### src/rtl/pingpang_wr_ctrl.sv
// pingpang_wr_ctrl: streams samples into alternating ping-pong RAM banks.
// A bank is marked full once its last write lands and stays full until the reader releases it.
module pingpang_wr_ctrl #(
    parameter int DATA_W = 14,
    parameter int ADDR_W = 10,
    parameter int DEPTH  = 1024
) (
    input  logic              clk,
    input  logic              rst,
    input  logic              din_valid,
    input  logic [DATA_W-1:0] din,
    output logic              din_ready,
    output logic              wea,
    output logic [ADDR_W-1:0] addra,
    output logic [DATA_W-1:0] dina,
    output logic              web,
    output logic [ADDR_W-1:0] addrb,
    output logic [DATA_W-1:0] dinb,
    output logic              full_a,
    output logic              full_b,
    input  logic              rel_a,
    input  logic              rel_b,
    output logic              wr_bank,
    output logic [15:0]       stall_cnt
);
    localparam logic [ADDR_W-1:0] LAST = ADDR_W'(DEPTH - 1);

    logic [ADDR_W-1:0] cnt_q, cnt_d, addra_q, addra_d, addrb_q, addrb_d;
    logic [DATA_W-1:0] dina_q, dina_d, dinb_q, dinb_d;
    logic              wea_q, wea_d, web_q, web_d, wr_bank_q, wr_bank_d;
    logic              full_a_q, full_a_d, full_b_q, full_b_d;
    logic              set_a_q, set_a_d, set_b_q, set_b_d;
    logic [15:0]       stall_cnt_q, stall_cnt_d;
    logic              acc, wrap;

    assign din_ready = ~(wr_bank_q ? full_b_q : full_a_q);

    always_comb begin
        acc         = din_valid & din_ready;
        wrap        = acc & (cnt_q == LAST);
        cnt_d       = acc ? (wrap ? '0 : cnt_q + ADDR_W'(1)) : cnt_q;
        wr_bank_d   = wr_bank_q ^ wrap;
        wea_d       = acc & ~wr_bank_q;
        web_d       = acc & wr_bank_q;
        addra_d     = wea_d ? cnt_q : addra_q;
        dina_d      = wea_d ? din : dina_q;
        addrb_d     = web_d ? cnt_q : addrb_q;
        dinb_d      = web_d ? din : dinb_q;
        // full is delayed one extra cycle so it only rises after the last RAM write is done
        set_a_d     = wrap & ~wr_bank_q;
        set_b_d     = wrap & wr_bank_q;
        full_a_d    = set_a_q | (full_a_q & ~rel_a);
        full_b_d    = set_b_q | (full_b_q & ~rel_b);
        stall_cnt_d = (din_valid & ~din_ready & ~&stall_cnt_q) ? stall_cnt_q + 16'd1 : stall_cnt_q;
    end

    always_ff @(posedge clk) begin
        if (rst) begin
            cnt_q       <= '0;
            wr_bank_q   <= 1'b0;
            wea_q       <= 1'b0;
            web_q       <= 1'b0;
            addra_q     <= '0;
            addrb_q     <= '0;
            dina_q      <= '0;
            dinb_q      <= '0;
            set_a_q     <= 1'b0;
            set_b_q     <= 1'b0;
            full_a_q    <= 1'b0;
            full_b_q    <= 1'b0;
            stall_cnt_q <= '0;
        end else begin
            cnt_q       <= cnt_d;
            wr_bank_q   <= wr_bank_d;
            wea_q       <= wea_d;
            web_q       <= web_d;
            addra_q     <= addra_d;
            addrb_q     <= addrb_d;
            dina_q      <= dina_d;
            dinb_q      <= dinb_d;
            set_a_q     <= set_a_d;
            set_b_q     <= set_b_d;
            full_a_q    <= full_a_d;
            full_b_q    <= full_b_d;
            stall_cnt_q <= stall_cnt_d;
        end
    end

    assign wea       = wea_q;
    assign web       = web_q;
    assign addra     = addra_q;
    assign addrb     = addrb_q;
    assign dina      = dina_q;
    assign dinb      = dinb_q;
    assign full_a    = full_a_q;
    assign full_b    = full_b_q;
    assign wr_bank   = wr_bank_q;
    assign stall_cnt = stall_cnt_q;
endmodule

### config.mk
export PLATFORM = sky130hd
export DESIGN_NAME = pingpang_wr_ctrl
export DESIGN_NICKNAME = d
export VERILOG_FILES = /design/src/rtl/pingpang_wr_ctrl.sv
export SDC_FILE = /design/constraint.sdc
export NUM_CORES = 1
export LEC_CHECK = 0
export ABC_AREA = 1
export CAP_MARGIN = 20
export CORE_UTILIZATION = 54
export CTS_BUF_LIST = sky130_fd_sc_hd__clkbuf_2
export CTS_CLUSTER_DIAMETER = 30
export DETAILED_ROUTE_END_ITERATION = 10
export PLACE_DENSITY = 0.95
export SYNTH_ARGS = -nofsm -noshare
export SYNTH_HDL_FRONTEND = slang
export SYNTH_SLANG_ARGS = --single-unit
### constraint.sdc
create_clock -name clk -period 2.67 [get_ports clk]
set_input_delay 0.801 -clock clk [delete_from_list [all_inputs] [get_ports clk]]
set_output_delay 0.801 -clock clk [all_outputs]
set_load 0.03 [all_outputs]
==> results list, run 1 <==
- Cell Count, Final, Fillers Out: about 600
* Clock input transition at the sequential cells of the worst setup and hold paths: roughly 0.22 ns
- Power per cell area: 481 nW/um2
- GRT Util Overall: a little over a quarter
* Number of max-slew violations in the final report: 0
* Critical path startpoint category: register
- Worst path slowest cell: sky130_fd_sc_hd__clkdlybuf4s50_1
- Slowest Stage Delay on Critical Path: 0.71 ns
* Chip Width: 80.9 um
* Worst Path Class, Setup: reg -> out
* Final HPWL DP: 5900 um
* Largest net degree at the start of global routing: 40
* Buffers & Inverters on Critical Path: 1
- Number of endpoints with negative hold slack in the final report: 0
- The root buffer cell chosen for the clock tree is sky130_fd_sc_hd__clkbuf_2.
* Hold Path Origin: set_a_q
- Sort of element at the end of the critical path: output pin
* Maximum Capacitance Violations: 0
- Synthesis inferred 81 register bits.
* Crit share post-route: 95.0%
- Routability-driven placement finished with a final weighted congestion of 0.879.
* Mean cell area of the mapped netlist: approximately 7.4 um2
- In this run, the number of DRC markers left after iteration 0 of detailed routing was 170.
- The critical path goes through clkdlybuf4s50_1.
- The number of global-route vias before repair was 3,149.
- The net count of the finished layout is 560.
- Hold repair after CTS inserted 0 buffers.
* Wire length per cell after detailed routing: roughly 14 um
- Capturing point of the worst reg2reg path: stall_cnt[0]
* Syn Inst Count: 455
- Max Clock Freq: between 0.3 and 0.4 GHz
* Worst-Skew Late Latency: 0.52 ns
- Internal power comes to 1.54 mW.
- The core region is 5960 um2.
- Summed over all cells, the static leakage comes to 1.64 nW.
* Fraction of synthesis flops using an asynchronous set or reset pin: 0%
- Via count normalized by instance count: 5.43
- Setup violations remaining at the end of the flow were counted as 0.
* I/O pin count: 89
- Counting the fill cells in the layout gives 440.
- N_diodes: 0
* Worst slack on hold paths: 0.468 ns
- Along the worst path, the maximum fanout reaches 7.
* Area Overhead vs Synth: 30.0%
- The cell family contributing the most delay on the critical path is buffers and inverters.
- The number of cells on the worst reg-to-reg path is 7.
* H-tree lvl count: 3
- The run finished with clean final reports.
* Netlist area before placement: 3360 um2
- Final non-filler cell area: 4370 um2
* Share of power burned in combinational logic: 10.0%
- Setup repair after global routing missed its margin: no
- Net load switching power: 0.564 mW
- Cell count of the worst hold path: 2
- The count of nets left with antenna violations once routing finished came out at 0.
- CTS tree: done
- Post-DP Area: about 4300 um2
- Sum of routed wire length over all layers: 8530 um
* Overall via count from detail_route: 3,347
- R2r startpoint: stall_cnt[0]
- Switching share of power: 26.8%
- The number of clock buffers added by TritonCTS is 9.
- For this design, the sink count on the clock tree is slightly above 80.
- Die Footprint: 6550 um2
- In this run the deepest clock path goes through 2 buffers.
- At the pin with the least slew margin, the transition time is 0.688 ns.
- Required time of the worst setup path: 1.87 ns
- Die height: 80.9 um
- Total negative setup slack: 0 ns
* Number of port buffers: 88
- The post-route netlist has under 10% of its cells at a drive strength greater than 1.
- Worst min path class: reg -> reg
- DRT Pass-1 Iters: 6
- Post-CTS timing repair inserted 0 buffers for setup.
* DP Cell Count: 601
- The share of the Yosys chip area taken by registers is between 40% and 50%.
* Grt total ovfl: 0
- Number of remaining DRC errors: 0
* Worst slew margin: 54.1%
- Row generation in the floorplan step produced 28 rows.
- The most used flip-flop cell after synthesis is sky130_fd_sc_hd__dfxtp_1.
- Count of warnings emitted by yosys: 0
* Antenna violations before repair: 0
* Worst Hold Endpoint: full_a
- Relative contribution of the clock network to total power: 30.3%
- The first global-routing pass estimated between 10,000 and 15,000 um of wire.
- Count of flip-flops with a built-in enable after synthesis: 0
- STA puts the critical path data arrival time at 1.74 ns.
* Max IR drop VDD: ~420 uV
* Reg power frac: approximately three fifths
- Synthesized Nets: 478
* Clock skew after layout: 0.0353 ns
- R2R setup slack: 0.74 ns
* Synth cell types: 25
- After layout, the minimum clock period comes to 2.54 ns.
* Starting utilization of the core area: about 56%
## synth_stat cells, types with 3 or more instances
master                     instances  area, um2
sky130_fd_sc_hd__nor2_2            3       18.8
sky130_fd_sc_hd__inv_1            26       97.6
sky130_fd_sc_hd__nand3_1          29        145
sky130_fd_sc_hd__ha_1              4       50.1
sky130_fd_sc_hd__buf_2            11       55.1
sky130_fd_sc_hd__dfxtp_1          81       1620
sky130_fd_sc_hd__clkbuf_1         10       37.5
sky130_fd_sc_hd__o21ai_0          39        195
sky130_fd_sc_hd__xnor2_1           6       52.6
sky130_fd_sc_hd__nand2_1          82        308
sky130_fd_sc_hd__a21oi_1          39        195
sky130_fd_sc_hd__nor2_1           97        364
sky130_fd_sc_hd__nand4_1           7       43.8
sky130_fd_sc_hd__xor2_1            5       43.8
## routing by layer
metal  up-vias  wire, um  track usage, %
li1       1625         -               -
met1      1549      3450            31.0
met2       157      4190            45.4
met3        16       787            8.43
met4         0        97            10.5
met5         -         0               0
## cell type report
cell class / instances / area, um2 / area share, %
repair buffers: 96 / 938 / 21.5
flip-flops and latches: 81 / 1620 / 37.1
well taps: 75 / 93.8 / 2.15
inverters: 27 / 101 / 2.32
clock buffers: 10 / 50.0 / 1.14
multi-input cells: 322 / 1510 / 34.6
clock inverters: 5 / 57.6 / 1.32
## worst max-delay path by stage
stage,depth (start not counted),from,slack (ns),endpoint
floorplan,8,wr_bank,0.91,wr_bank
global route,2,wr_bank,0.06,wr_bank
CTS,2,wr_bank,0.10,wr_bank
detailed placement,5,rst,0.29,addra[9]
global placement,5,rst,0.37,addrb[7]
finish,1,stall_cnt[11],0.13,stall_cnt[11]
## registers in the layout, summed over array words and instances, names as in the netlist
signal and count:
addra 10, addrb 10, cnt_q 10, dina 14
dinb 14, full_a 1, full_b 1, set_a_q 1
set_b_q 1, stall_cnt 16, wea 1, web 1
wr_bank 1
## cells in the final DEF, fill, tap and decap left out, drive strengths merged, types with 8 or more instances in the layout
cell and instances:
nand2 86, clkbuf 10, nand3 29, dfxtp 81, inv 27, nor2 101
buf 8, o21ai 41, clkdlybuf4s50 86, a21oi 39
## kinds of logic after synthesis
kind of cell / Yosys count / share of synthesized area (%)
compound gates: 80 / 12.3
simple gates: 227 / 28.2
flops: 81 / 48.2
xor+xnor: 11 / 2.86
fa+ha+maj: 4 / 1.49
buf+inv: 52 / 6.88
## power groups by stage
stage	Combinational (mW)	Clock (mW)	Sequential [mW]
after CTS	0.209	0.638	1.25
after detailed placement	0.209	0	1.28
after global routing	0.224	0.687	1.26
after floorplan	0.0644	0	1.32
after global placement	0.202	0	1.28
final	0.210	0.638	1.25
## metrics by stage
stage / power [mW] / utilization, % / worst slack [ns]
global route: 2.17 / 73.4 / 0.0578
global placement: 1.48 / 71.7 / 0.374
CTS: 2.10 / 73.4 / 0.101
finish: 2.10 / 73.4 / 0.134
detailed placement: 1.49 / 71.7 / 0.291
floorplan: 1.39 / - / 0.909
## timing repair
| item | in CTS | in global routing |
|---|---|---|
| endpoints found under the setup margin | 2 | 0 |
| endpoints found under the hold margin | 0 | 0 |
| gates resized for setup | 2 | 0 |
No activity file was read; power rests on OpenSTA's default activity.
==> run 2, diff against run 1 <==
- CORE_UTILIZATION: 54 -> 45
- CTS_CLUSTER_DIAMETER: 30 -> 120
- HOLD_SLACK_MARGIN: default -> 0.06
- PLACE_DENSITY: 0.95 -> 0.88
- clock period: 2.67 -> 2.25 ns (I/O delays scaled with it)
==> run 2 against run 1 <==
- core utilization down 13 points
- clock skew down 0.016 ns
- via count down 4.0%
- non-clock buffer count up 2
- largest cell class unchanged
- highest routed layer unchanged
==> results list, run 2 (same netlist as run 1, synthesis figures left out) <==
- The initial standard-cell utilization of the core came to 46.4% (-10 points).
- The weighted congestion at the end of routability-driven global placement is 0.857 (-2.5%).
- The number of top-level pins is 89 (unchanged).
- Area of combinational cells with multiple inputs: 1510 um2 (unchanged)
* Critical path fanouts, max: 19 (+12)
- The final-report max-slew violation count was 0 (unchanged).
- Area Overhead vs Synth: 31.0%
* Max Clock Freq: 0.468 GHz
* Sort of element at the end of the critical path: output pin
- The antenna cell count came to 0 (unchanged).
- Post-DP Area: 4320 um2 (+1.2%)
- Crit share post-route: 95.0%
- # clock sinks: 81 (unchanged)
- The critical path required time is 1.57 ns (-0.30 ns).
- Clock Tree Root: sky130_fd_sc_hd__clkbuf_2
- The initial antenna violation count was 0 (unchanged).
- Slew @ Worst Pin: 0.494 ns (-0.194 ns)
- Total core area: 7250 um2 (+22%)
* Maximum Capacitance Violations: 0 (unchanged)
* Worst-Skew Late Latency: 0.52 ns (about the same)
* R2R setup slack: 0.38 ns (-0.36 ns)
* Via count normalized by instance count: 5.00 (-8.0%)
* Worst slew margin: 67.1% (+13 points)
* Capturing point of the worst reg2reg path: stall_cnt[2]
- Number of placement rows: 31 (+11%)
- The clock skew after layout is 0.0190 ns (-0.0162 ns).
- The final routed wire length divided by cell count is 13.6 um (-2.1%).
- Period minus WS final: between 2 and 2.5 ns
- Die Footprint: 7830 um2 (+19%)
- DRT iter0 DRCs: 187 (+10%)
* Net count, final: 562 (+0.36%)
- Hold Path Origin: set_a_q
* Total negative setup slack: 0 ns (unchanged)
* Critical path startpoint category: register
* Total area of sequential cells: 1620 um2 (unchanged)
- The die extent in y is 88.5 um (+9.3%).
- Power per cell area: 618 nW/um2 (+29%)
- Largest net degree at the start of global routing: 40 (unchanged)
* # fillers: 682 (+55%)
* Chip Width: 88.5 um (+9.3%)
* Worst Setup SP: wr_bank
- Maximum count of clock buffers along a single path: 2 (unchanged)
- The CTS buffer count was 9 (unchanged).
- Setup repair after global routing missed its margin: no
- The worst vdd rail ir drop was 368 uV (-13%).
- Worst Path Class, Setup: reg -> out
- R2r startpoint: stall_cnt[0]
* Final HPWL DP: 6040 um (+2.3%)
- DRT Pass-1 Iters: 4 (-2)
- Clock input transition at the sequential cells of the worst setup and hold paths: 0.20 ns (-0.02 ns)
* Wire length of the first global-routing pass: 14,300 um (+5.8%)
- Count of cells along the worst register-to-register path: 7 (unchanged)
* Commonest cells after routing, fill and taps aside: sky130_fd_sc_hd__nor2_1 (97), sky130_fd_sc_hd__nand2_1 (82), sky130_fd_sc_hd__dfxtp_1 (81)
* Post-CTS Hold Fix Bufs: 0 (unchanged)
* Number of port buffers: 88 (unchanged)
- Leaving out fill and tap cells, the most frequent cell in the layout is sky130_fd_sc_hd__nor2_1.
- The post-detailed-route count of antenna-violating nets came to 0 (unchanged).
* Sum of routed wire length over all layers: 8720 um (+2.2%)
- The run finished with clean final reports.
- Overall via count from detail_route: 3,214 (-4.0%)
* Final-report setup violation count: 0 (unchanged)
* Worst Hold Endpoint: full_a
* Grt total ovfl: 0 (unchanged)
- Max FFs per register: 16 (unchanged)
- The final standard cell area without fillers came to 4410 um2 (+0.74%).
- The count of final hold-check violations is 0 (unchanged).
* Number of global-route vias before repair: 3,066 (-2.6%)
- The count of H-tree levels built during CTS is 3 (unchanged).
- Worst min path class: reg -> reg
* GRT Util Overall: 23.4% (-3.2 points)
- The worst endpoint data arrival time came to 1.46 ns (-0.28 ns).
* Static Leak: 1.98 nW (+21%)
* Share of layout cells above drive strength 1: 6.99% (+0.70 points)
* Cell count of the worst hold path: 2 (unchanged)
* CTS tree: done
- The total DRC errors in the routed layout is 0 (unchanged).
[run 2: cell count changes in the layout (fill, tap and decap cells not counted), moves of 2 or more]
cell | previous run | this run
sky130_fd_sc_hd__buf_4 | 8 | 10
sky130_fd_sc_hd__clkinvlp_4 | 0 | 2
sky130_fd_sc_hd__bufinv_16 | 1 | 3
sky130_fd_sc_hd__clkdlybuf4s50_1 | 86 | 18
sky130_fd_sc_hd__dlygate4sd2_1 | 2 | 67
sky130_fd_sc_hd__clkinv_4 | 2 | 0
sky130_fd_sc_hd__clkinv_2 | 2 | 0
[run 2: repair_timing]
item	in CTS	in global routing
resized for setup	67	2
setup buffers	0	0
gates cloned	0	0
endpoints found under the setup margin	67	2
[run 2: how the worst max path moves through the flow]
stage / end / slack [ns] / cells after the start
after floorplan: wr_bank / 0.49 / 8
after global placement: stall_cnt[13] / 0.17 / 8
after detailed placement: dinb[2] / 0.11 / 6
after CTS: wr_bank / 0.007 / 2
after global routing: wr_bank / 0.03 / 2
final: wr_bank / 0.11 / 2
[run 2: stage by stage]
stage / setup slack (ns) / utilization, % / hold slack, ns / power [mW] / std cells
CTS: 0.00670 / 60.7 / 0.475 / 2.73 / 643
floorplan: 0.489 / - / 0.413 / 1.64 / 455
detailed placement: 0.106 / 59.6 / 0.430 / 1.77 / 627
global placement: 0.172 / 59.6 / 0.417 / 1.76 / 627
global route: 0.0253 / 60.8 / 0.498 / 2.82 / 643
finish: 0.112 / 60.8 / 0.470 / 2.72 / 643
[run 2: routing by layer]
metal	routed length [um]	vias up	part of all wire, %	global-route usage [%]
met1	3870	1471	44	29.6
met5	0	-	0	0
li1	-	1623	-	-
met3	688	14	7.9	5.88
met2	4000	106	46	38.7
met4	159	0	1.8	8.80
[run 2: cell type report]
cell class / instances / area share, %
Clock inverter: 7 / 2.67
Tap cell: 99 / 2.81
Timing Repair Buffer: 98 / 20.1
Sequential cell: 81 / 36.8
Clock buffer: 9 / 1.02
Multi-Input combinational cell: 322 / 34.3
Inverter: 27 / 2.30
[run 2: power by group]
| part | switching [mW] | internal [mW] |
|---|---|---|
| Combinational | 0.149 | 0.0844 |
| Clock | 0.525 | 0.478 |
| Sequential | 0.0169 | 1.47 |
| Total | 0.691 | 2.03 |
[run 2: worst max-delay path, cell delays in order, from the launching register on]
cell and delay, ns:
sky130_fd_sc_hd__dfxtp_1 0.50, sky130_fd_sc_hd__buf_6 0.25, sky130_fd_sc_hd__buf_4 0.20
